==> config.mk <==
export PLATFORM = sky130hd
export DESIGN_NAME = efuse_macro_seq
export DESIGN_NICKNAME = d
export VERILOG_FILES = /design/src/rtl/efuse_pkg.sv /design/src/rtl/efuse_phase_timer.sv /design/src/rtl/efuse_macro_seq.sv
export SDC_FILE = /design/constraint.sdc
export NUM_CORES = 1
export LEC_CHECK = 0
export ABC_AREA = 1
export ABC_CLOCK_PERIOD_IN_PS = 10900
export BUFFER_PORTS_ARGS = -buffer_cell sky130_fd_sc_hd__clkbuf_2
export CORE_MARGIN = 4
export CORE_UTILIZATION = 30
export CTS_BUF_LIST = sky130_fd_sc_hd__clkbuf_8
export CTS_CLUSTER_SIZE = 30
export DETAILED_ROUTE_END_ITERATION = 6
export PLACE_DENSITY = 0.57
export SYNTH_ARGS = -nofsm -noshare
export SYNTH_HDL_FRONTEND = slang
export SYNTH_SLANG_ARGS = --single-unit
==> constraint.sdc <==
create_clock -name clk -period 10.9 [get_ports clk]
set_input_delay 2.18 -clock clk [delete_from_list [all_inputs] [get_ports clk]]
set_output_delay 2.18 -clock clk [all_outputs]
set_load 0.02 [all_outputs]
==> src/rtl/efuse_pkg.sv <==
// efuse_pkg: shared types and constants for the eFuse macro sequencer.
//   - efuse_seq_state_e : sequencer FSM state encoding (VF_* used only by the
//                         optional program-verify readback)
//   - EFUSE_T_*         : default macro timing, in clk cycles
//   - EFUSE_BITS/BYTES  : macro organisation (256 bits, 32 bytes of 8-bit DOUT)
package efuse_pkg;

  localparam int EFUSE_BITS  = 256;
  localparam int EFUSE_BYTES = 32;

  localparam int EFUSE_T_SU  = 2;
  localparam int EFUSE_T_RD  = 4;
  localparam int EFUSE_T_HD  = 2;
  localparam int EFUSE_T_PGM = 200;

  typedef enum logic [3:0] {
    IDLE,
    RD_SU,
    RD_STB,
    RD_HD,
    WR_SCAN,
    WR_SU,
    WR_PGM,
    WR_HD,
    DONE,
    VF_SU,
    VF_STB,
    VF_HD
  } efuse_seq_state_e;

endpackage

==> src/rtl/efuse_phase_timer.sv <==
// efuse_phase_timer: down-counter shared by every timed macro phase.
// A load pulse arms the counter with a phase length; expire is high during the
// last cycle of that phase (immediately for a length of 1).
// Ports:
//   clk, rst_n : clock, asynchronous active-low reset
//   load       : start a new phase on the next edge
//   len        : phase length in cycles (>= 1)
//   expire     : last cycle of the current phase
module efuse_phase_timer #(
  parameter int CNT_W = 16
) (
  input  logic             clk,
  input  logic             rst_n,
  input  logic             load,
  input  logic [CNT_W-1:0] len,
  output logic             expire
);

  logic [CNT_W-1:0] cnt;

  always_ff @(posedge clk or negedge rst_n) begin
    if (!rst_n) begin
      cnt <= '0;
    end else if (load) begin
      cnt <= len - 1'b1;
    end else if (cnt != '0) begin
      cnt <= cnt - 1'b1;
    end
  end

  assign expire = (cnt == '0);

endmodule

==> src/rtl/efuse_macro_seq.sv <==
// efuse_macro_seq: responder for the eFuse read/write start/done handshake that
// drives the 256-bit eFuse hard macro pins with setup / strobe / hold timing.
// Reads walk NR/8 bytes; programming scans NW bits and pulses only the 1s.
// Optional build macro EFUSE_WR_VERIFY_EN: after a program scan, read the word
// back and flag write_err if any bit written as 1 reads back 0.
// Ports:
//   clk, rst_n                     : clock, asynchronous active-low reset
//   read_start, read_sel           : read request and NR-bit word index
//   read_done, read_data           : completion pulse and read word (held)
//   efuse_busy_read                : read in progress
//   write_start, write_sel, write_data : program request, word index, bits to blow
//   write_done, efuse_busy_write   : completion pulse, program in progress
//   write_err                      : verify failure (0 without EFUSE_WR_VERIFY_EN)
//   efuse_csb/load/pgenb/strobe/addr : macro control pins (all registered)
//   efuse_dout                     : macro read byte
//
// state   | meaning
// IDLE    | waiting for read_start / write_start
// RD_SU   | read byte: address/mode setup
// RD_STB  | read byte: strobe high, DOUT captured on last cycle
// RD_HD   | read byte: hold after strobe
// WR_SCAN | one cycle per write bit, skip zeros
// WR_SU   | program bit: address/pgenb setup
// WR_PGM  | program bit: strobe high
// WR_HD   | program bit: hold after strobe
// VF_*    | verify readback, same timing as RD_*
// DONE    | one-cycle done pulse
module efuse_macro_seq
  import efuse_pkg::*;
#(
  parameter int NW    = 64,
  parameter int NR    = 64,
  parameter int T_SU  = EFUSE_T_SU,
  parameter int T_RD  = EFUSE_T_RD,
  parameter int T_HD  = EFUSE_T_HD,
  parameter int T_PGM = EFUSE_T_PGM,
  parameter int CNT_W = 16
) (
  input  logic                                clk,
  input  logic                                rst_n,
  input  logic                                read_start,
  input  logic [$clog2(EFUSE_BITS/NR)-1:0]    read_sel,
  output logic                                read_done,
  output logic [NR-1:0]                       read_data,
  output logic                                efuse_busy_read,
  input  logic                                write_start,
  input  logic [$clog2(EFUSE_BITS/NW)-1:0]    write_sel,
  input  logic [NW-1:0]                       write_data,
  output logic                                write_done,
  output logic                                efuse_busy_write,
  output logic                                write_err,
  output logic                                efuse_csb,
  output logic                                efuse_load,
  output logic                                efuse_pgenb,
  output logic                                efuse_strobe,
  output logic [7:0]                          efuse_addr,
  input  logic [7:0]                          efuse_dout
);

  localparam int              BI_W     = (NW > 1) ? $clog2(NW) : 1;
  localparam int              BUF_W    = (NR > NW) ? NR : NW;
  localparam logic [4:0]      RD_LAST  = 5'(NR/8 - 1);
  localparam logic [BI_W-1:0] BIT_LAST = BI_W'(NW - 1);
`ifdef EFUSE_WR_VERIFY_EN
  localparam logic [4:0]      VF_LAST  = 5'(NW/8 - 1);
`endif

  efuse_seq_state_e state, state_next, scan_end;

  logic [4:0]                         byte_idx, byte_nxt;
  logic [4:0]                         base_byte, base_nxt;
  logic [BI_W-1:0]                    bit_idx, bit_nxt;
  logic                               is_wr, is_wr_nxt;
  logic                               wr_accept;
  logic [$clog2(EFUSE_BITS/NW)-1:0]   wsel_q;
  logic [NW-1:0]                      wdata_q;
  logic [BUF_W-1:0]                   rbuf;

  logic             tmr_load, tmr_expire;
  logic [CNT_W-1:0] tmr_len;

  logic       csb_d, load_d, pgenb_d, strobe_d;
  logic       rd_done_d, wr_done_d, busy_rd_d, busy_wr_d;
  logic [7:0] addr_d;

  // End of the program scan either finishes or hands over to the readback.
`ifdef EFUSE_WR_VERIFY_EN
  assign scan_end = VF_SU;
`else
  assign scan_end = DONE;
`endif

  // read wins a simultaneous request; write is simply dropped
  assign wr_accept = (state == IDLE) && !read_start && write_start;

  efuse_phase_timer #(.CNT_W(CNT_W)) u_timer (
    .clk    (clk),
    .rst_n  (rst_n),
    .load   (tmr_load),
    .len    (tmr_len),
    .expire (tmr_expire)
  );

  // state register and per-operation context
  always_ff @(posedge clk or negedge rst_n) begin
    if (!rst_n) begin
      state     <= IDLE;
      byte_idx  <= '0;
      base_byte <= '0;
      bit_idx   <= '0;
      is_wr     <= 1'b0;
      wsel_q    <= '0;
      wdata_q   <= '0;
      rbuf      <= '0;
    end else begin
      state     <= state_next;
      byte_idx  <= byte_nxt;
      base_byte <= base_nxt;
      bit_idx   <= bit_nxt;
      is_wr     <= is_wr_nxt;
      if (wr_accept) begin
        wsel_q  <= write_sel;
        wdata_q <= write_data;
      end
      if ((state == RD_STB || state == VF_STB) && tmr_expire) begin
        rbuf[byte_idx*8 +: 8] <= efuse_dout;
      end
    end
  end

  // next-state logic
  always_comb begin
    state_next = state;
    byte_nxt   = byte_idx;
    base_nxt   = base_byte;
    bit_nxt    = bit_idx;
    is_wr_nxt  = is_wr;
    case (state)
      IDLE: begin
        if (read_start) begin
          state_next = RD_SU;
          byte_nxt   = '0;
          base_nxt   = 5'(read_sel * (NR/8));
          is_wr_nxt  = 1'b0;
        end else if (write_start) begin
          state_next = WR_SCAN;
          byte_nxt   = '0;
          base_nxt   = 5'(write_sel * (NW/8));
          bit_nxt    = '0;
          is_wr_nxt  = 1'b1;
        end
      end
      RD_SU:  if (tmr_expire) state_next = RD_STB;
      RD_STB: if (tmr_expire) state_next = RD_HD;
      RD_HD: begin
        if (tmr_expire) begin
          if (byte_idx == RD_LAST) begin
            state_next = DONE;
          end else begin
            state_next = RD_SU;
            byte_nxt   = byte_idx + 5'd1;
          end
        end
      end
      WR_SCAN: begin
        if (wdata_q[bit_idx]) begin
          state_next = WR_SU;
        end else if (bit_idx == BIT_LAST) begin
          state_next = scan_end;
          byte_nxt   = '0;
        end else begin
          bit_nxt = bit_idx + 1'b1;
        end
      end
      WR_SU:  if (tmr_expire) state_next = WR_PGM;
      WR_PGM: if (tmr_expire) state_next = WR_HD;
      WR_HD: begin
        if (tmr_expire) begin
          if (bit_idx == BIT_LAST) begin
            state_next = scan_end;
            byte_nxt   = '0;
          end else begin
            state_next = WR_SCAN;
            bit_nxt    = bit_idx + 1'b1;
          end
        end
      end
`ifdef EFUSE_WR_VERIFY_EN
      VF_SU:  if (tmr_expire) state_next = VF_STB;
      VF_STB: if (tmr_expire) state_next = VF_HD;
      VF_HD: begin
        if (tmr_expire) begin
          if (byte_idx == VF_LAST) begin
            state_next = DONE;
          end else begin
            state_next = VF_SU;
            byte_nxt   = byte_idx + 5'd1;
          end
        end
      end
`endif
      DONE:    state_next = IDLE;
      default: state_next = IDLE;
    endcase
  end

  // Output decode from the upcoming state so the registered pins line up
  // with the state they belong to; the timer is armed on every phase entry.
  always_comb begin
    csb_d     = 1'b1;
    load_d    = 1'b0;
    pgenb_d   = 1'b1;
    strobe_d  = 1'b0;
    addr_d    = '0;
    tmr_load  = 1'b0;
    tmr_len   = CNT_W'(T_SU);
    case (state_next)
      RD_SU, RD_HD, VF_SU, VF_HD: begin
        csb_d  = 1'b0;
        load_d = 1'b1;
        addr_d = {5'(base_nxt + byte_nxt), 3'b000};
      end
      RD_STB, VF_STB: begin
        csb_d    = 1'b0;
        load_d   = 1'b1;
        strobe_d = 1'b1;
        addr_d   = {5'(base_nxt + byte_nxt), 3'b000};
      end
      WR_SU, WR_HD: begin
        csb_d   = 1'b0;
        pgenb_d = 1'b0;
        addr_d  = 8'(wsel_q * NW + bit_nxt);
      end
      WR_PGM: begin
        csb_d    = 1'b0;
        pgenb_d  = 1'b0;
        strobe_d = 1'b1;
        addr_d   = 8'(wsel_q * NW + bit_nxt);
      end
      default: ;
    endcase
    case (state_next)
      RD_SU, WR_SU, VF_SU:   tmr_len = CNT_W'(T_SU);
      RD_STB, VF_STB:        tmr_len = CNT_W'(T_RD);
      WR_PGM:                tmr_len = CNT_W'(T_PGM);
      RD_HD, WR_HD, VF_HD:   tmr_len = CNT_W'(T_HD);
      default:               tmr_len = CNT_W'(T_SU);
    endcase
    case (state_next)
      RD_SU, RD_STB, RD_HD, WR_SU, WR_PGM, WR_HD, VF_SU, VF_STB, VF_HD:
        tmr_load = (state_next != state);
      default: tmr_load = 1'b0;
    endcase
  end

  assign busy_rd_d = (state_next != IDLE) && !is_wr_nxt;
  assign busy_wr_d = (state_next != IDLE) && is_wr_nxt;
  assign rd_done_d = (state_next == DONE) && !is_wr_nxt;
  assign wr_done_d = (state_next == DONE) && is_wr_nxt;

  always_ff @(posedge clk or negedge rst_n) begin
    if (!rst_n) begin
      efuse_csb        <= 1'b1;
      efuse_load       <= 1'b0;
      efuse_pgenb      <= 1'b1;
      efuse_strobe     <= 1'b0;
      efuse_addr       <= '0;
      read_done        <= 1'b0;
      write_done       <= 1'b0;
      efuse_busy_read  <= 1'b0;
      efuse_busy_write <= 1'b0;
      read_data        <= '0;
    end else begin
      efuse_csb        <= csb_d;
      efuse_load       <= load_d;
      efuse_pgenb      <= pgenb_d;
      efuse_strobe     <= strobe_d;
      efuse_addr       <= addr_d;
      read_done        <= rd_done_d;
      write_done       <= wr_done_d;
      efuse_busy_read  <= busy_rd_d;
      efuse_busy_write <= busy_wr_d;
      if (rd_done_d) begin
        read_data <= rbuf[NR-1:0];
      end
    end
  end

`ifdef EFUSE_WR_VERIFY_EN
  logic err_q;

  // a bit that was blown but reads back 0 is a failed program
  always_ff @(posedge clk or negedge rst_n) begin
    if (!rst_n) begin
      err_q <= 1'b0;
    end else if (wr_accept) begin
      err_q <= 1'b0;
    end else if (wr_done_d) begin
      err_q <= |(wdata_q & ~rbuf[NW-1:0]);
    end
  end

  assign write_err = err_q;
`else
  assign write_err = 1'b0;
`endif

endmodule

==> metrics.md <==
| Metric | Value |
|---|---|
| Outcome | finished, final reports clean |
| Syn avg cell area | 8.206 um^2 |
| Post-synth top area share | 53.48% |
| Fin worst setup slack | 6.397 ns |
| YS warnings | 0 |
| Clk buf depth | 3 |
| Core area | 0.03767 mm^2 |
| Tot GR Track Use | 14.63% |
| Htree depth | 2 |
| Min Tclk post-route | 4.503 ns |
| Pins Over Slew Limit | 0 |
| Vias/cell | 4.545 |
| Die area | 0.04140 mm^2 |
| Post-synthesis sequential area ratio | 53.94% |
| Arr. time, crit path | 4.94 ns |
| DR iter-0 viols | 525 |
| P&R area growth vs syn | 18.03% |
| Hpwl dp | 21,440 um |
| Critical Path RT | 11.34 ns |
| HP Class | reg -> reg |
| R2R setup slack | 6.62 ns |
| Count of cell types in the netlist | 50 |
| Height of the die | 203.5 um |
| Number of buffers created by CTS | 44 |
| Cell area after synthesis | 0.01146 mm^2 |
| Largest net degree at the start of global routing | 99 |
| I/O Buffers | 159 |
| Top post-synthesis cells by area | dfrtp_1, nand2_1, o21ai_0, nand3_1, inv_1 |
| Final Hold Viols | 0 |
| Worst-skew pair later-pin latency | 0.55 ns |
| Type of origin of the critical path | input pin |
| Pwr Density | 250.0 mW/mm^2 |
| Layout cells sized above 1 | 17.55% |
| Clock slew at the register clock pins of the worst setup and hold paths | 0.06 ns |
| Diode count | 0 |
| CTS tree | done |
| # clock sinks | 247 |
| Pre-CTS setup slack | 5.801 ns |
| Most common cell after layout, fill and taps aside | nand2_1 |
| First-pass GRT wire length | 49,870 um |
| Die outline width | 203.5 um |
| Global route overflow | 0 |
| Critical path endpoint category | flip-flop |
| Postcts setup bufs | 0 |
| # hold bufs at CTS | 0 |
| Seq cells post-synth | 247 |
| First-pass detailed-route iteration total | 5 |
| Rows | 71 |
| Crit-path max FO | 80 |
| Fin crit share | 41.31% |
| Final setup vio count | 0 |
| Initial core utilization | 30.43% |
| Area leader, netlist | dfrtp_1 |
| Max VDD drop | 102.7 uV |
| Final GP Congestion | 0.8386 |
| RSZ-0062 raised after global routing | no |
| Antenna-violating nets left | 0 |
| Wire per inst | 14.74 um |
| Relative slew slack | 26.78% |
| Routed via count | 9,549 |
| Worst Setup Path Type | in -> reg |
| Antenna violations before repair | 0 |
| Leakage | 7.283 nW |
| Vias in the first global route | 9,349 |
| DRC errors left | 0 |
| Fin Setup TNS | 0 ns |
| # nets final | 1,652 |
| Worst Tran Pin Value | 1.094 ns |
| Final Skew | 0.01830 ns |
| Max Cap Viol | 0 |
| Final wirelength | 30,970 um |
| I/O pin count | 161 |
| CTS root buf | clkbuf_8 |
| F_max | 222.1 MHz |
| Leading cell types in the layout, fill and taps excluded | nand2_1, dfrtp_1, clkbuf_2 |
| Post-synthesis cell count | 1,397 |
| Post-cts sizing count | 0 |
## critical path: stages
cell,delay (ns)
clkbuf_2,0.13
inv_1,0.11
nand2_1,0.09
nor2_4,0.10
buf_4,0.52
a21oi_1,0.22
nand2_4,0.64
inv_2,0.57
nand2_1,0.18
nand2_1,0.08
## through the flow
step	util [%]	instances	power [W]	hold WS, ns	cell area (um^2)
after global placement	33.62	2023	0.002542	0.4466	12660
final	35.92	2101	0.003382	0.4655	13530
after CTS	35.92	2101	0.003435	0.4674	13530
after floorplan	-	1398	0.002194	0.4339	11470
after global routing	35.92	2101	0.003659	0.4890	13530
after detailed placement	33.62	2023	0.002562	0.4531	12660
## cells by family (layout without fill, tap and decap cells)
family,after synthesis,after routing,synth area share [%]
compound gates,170,170,7.837
mux,5,5,0.4911
simple gates,791,791,28.63
fa+ha+maj,14,14,1.594
xor+xnor,20,20,1.528
flops,247,247,53.94
buf+inv,149,341,5.949
other cells,1,2,0.03271
## cells in the mapped netlist, drive strengths merged
library cell  count
nand2           611
dfrtp           245
inv              96
o21ai            94
nand3            86
a21oi            60
nor2             59
buf              34
clkbuf           18
xor2             15
ha               13
nand4            12
nor3             12
o211ai            9
mux2              5
xnor2             5
and3              3
or2               3
a22oi             2
dfstp             2
nand3b            2
nor3b             2
o22ai             2
a211oi            1
clkinv            1
conb              1
fa                1
nor4              1
o221ai            1
o31ai             1
## report_power, final
part | switching [W] | total (W) | leakage [nW] | internal, W
Clock | 0.000392 | 0.000849 | 0.503 | 0.000456
Combinational | 0.000831 | 0.00122 | 3.74 | 0.000385
Sequential | 0.000157 | 0.00132 | 3.04 | 0.00116
Total | 0.00138 | 0.00338 | 7.28 | 0.00200
## per-layer routing
metal | GRT usage, % | vias up | wire length (um)
met4 | 3.517 | 0 | 612
met1 | 20.00 | 4465 | 14200
li1 | - | 4782 | -
met3 | 2.799 | 53 | 1599
met2 | 24.21 | 249 | 14570
met5 | 0 | - | 0
## sequential cells by signal, summed over array words and instances (netlist names)
signal,cells
efuse_csb,1
efuse_addr,8
efuse_pgenb,1
u_timer.cnt,16
read_data,64
write_done,1
efuse_load,1
base_byte,5
rbuf,64
bit_idx,6
efuse_strobe,1
is_wr,1
efuse_busy_write,1
wsel_q,2
wdata_q,64
efuse_busy_read,1
read_done,1
byte_idx,5
state,4
## worst paths after layout
path | from | end | cells after the start
max in group asynchronous | rst_n | wdata_q[6] | 2
hold reg to reg | rbuf[5] | read_data[5] | 2
hold / removal | rbuf[5] | read_data[5] | 2
setup / recovery | read_start | read_data[0] | 10
setup reg to reg | u_timer.cnt[0] | read_data[0] | 17
min in group asynchronous | rst_n | read_data[11] | 1
## area by class of cell
| cell class | instances | area [um^2] |
|---|---|---|
| clock buffer | 55 | 757.0 |
| clock inverter | 23 | 111.4 |
| fill | 4048 | 24140 |
| inverter | 97 | 371.6 |
| multi-input combinational | 1002 | 4609 |
| sequential | 247 | 6183 |
| tap | 511 | 639.4 |
| timing repair buffer | 166 | 858.3 |
(Power assumes the default switching activity.)
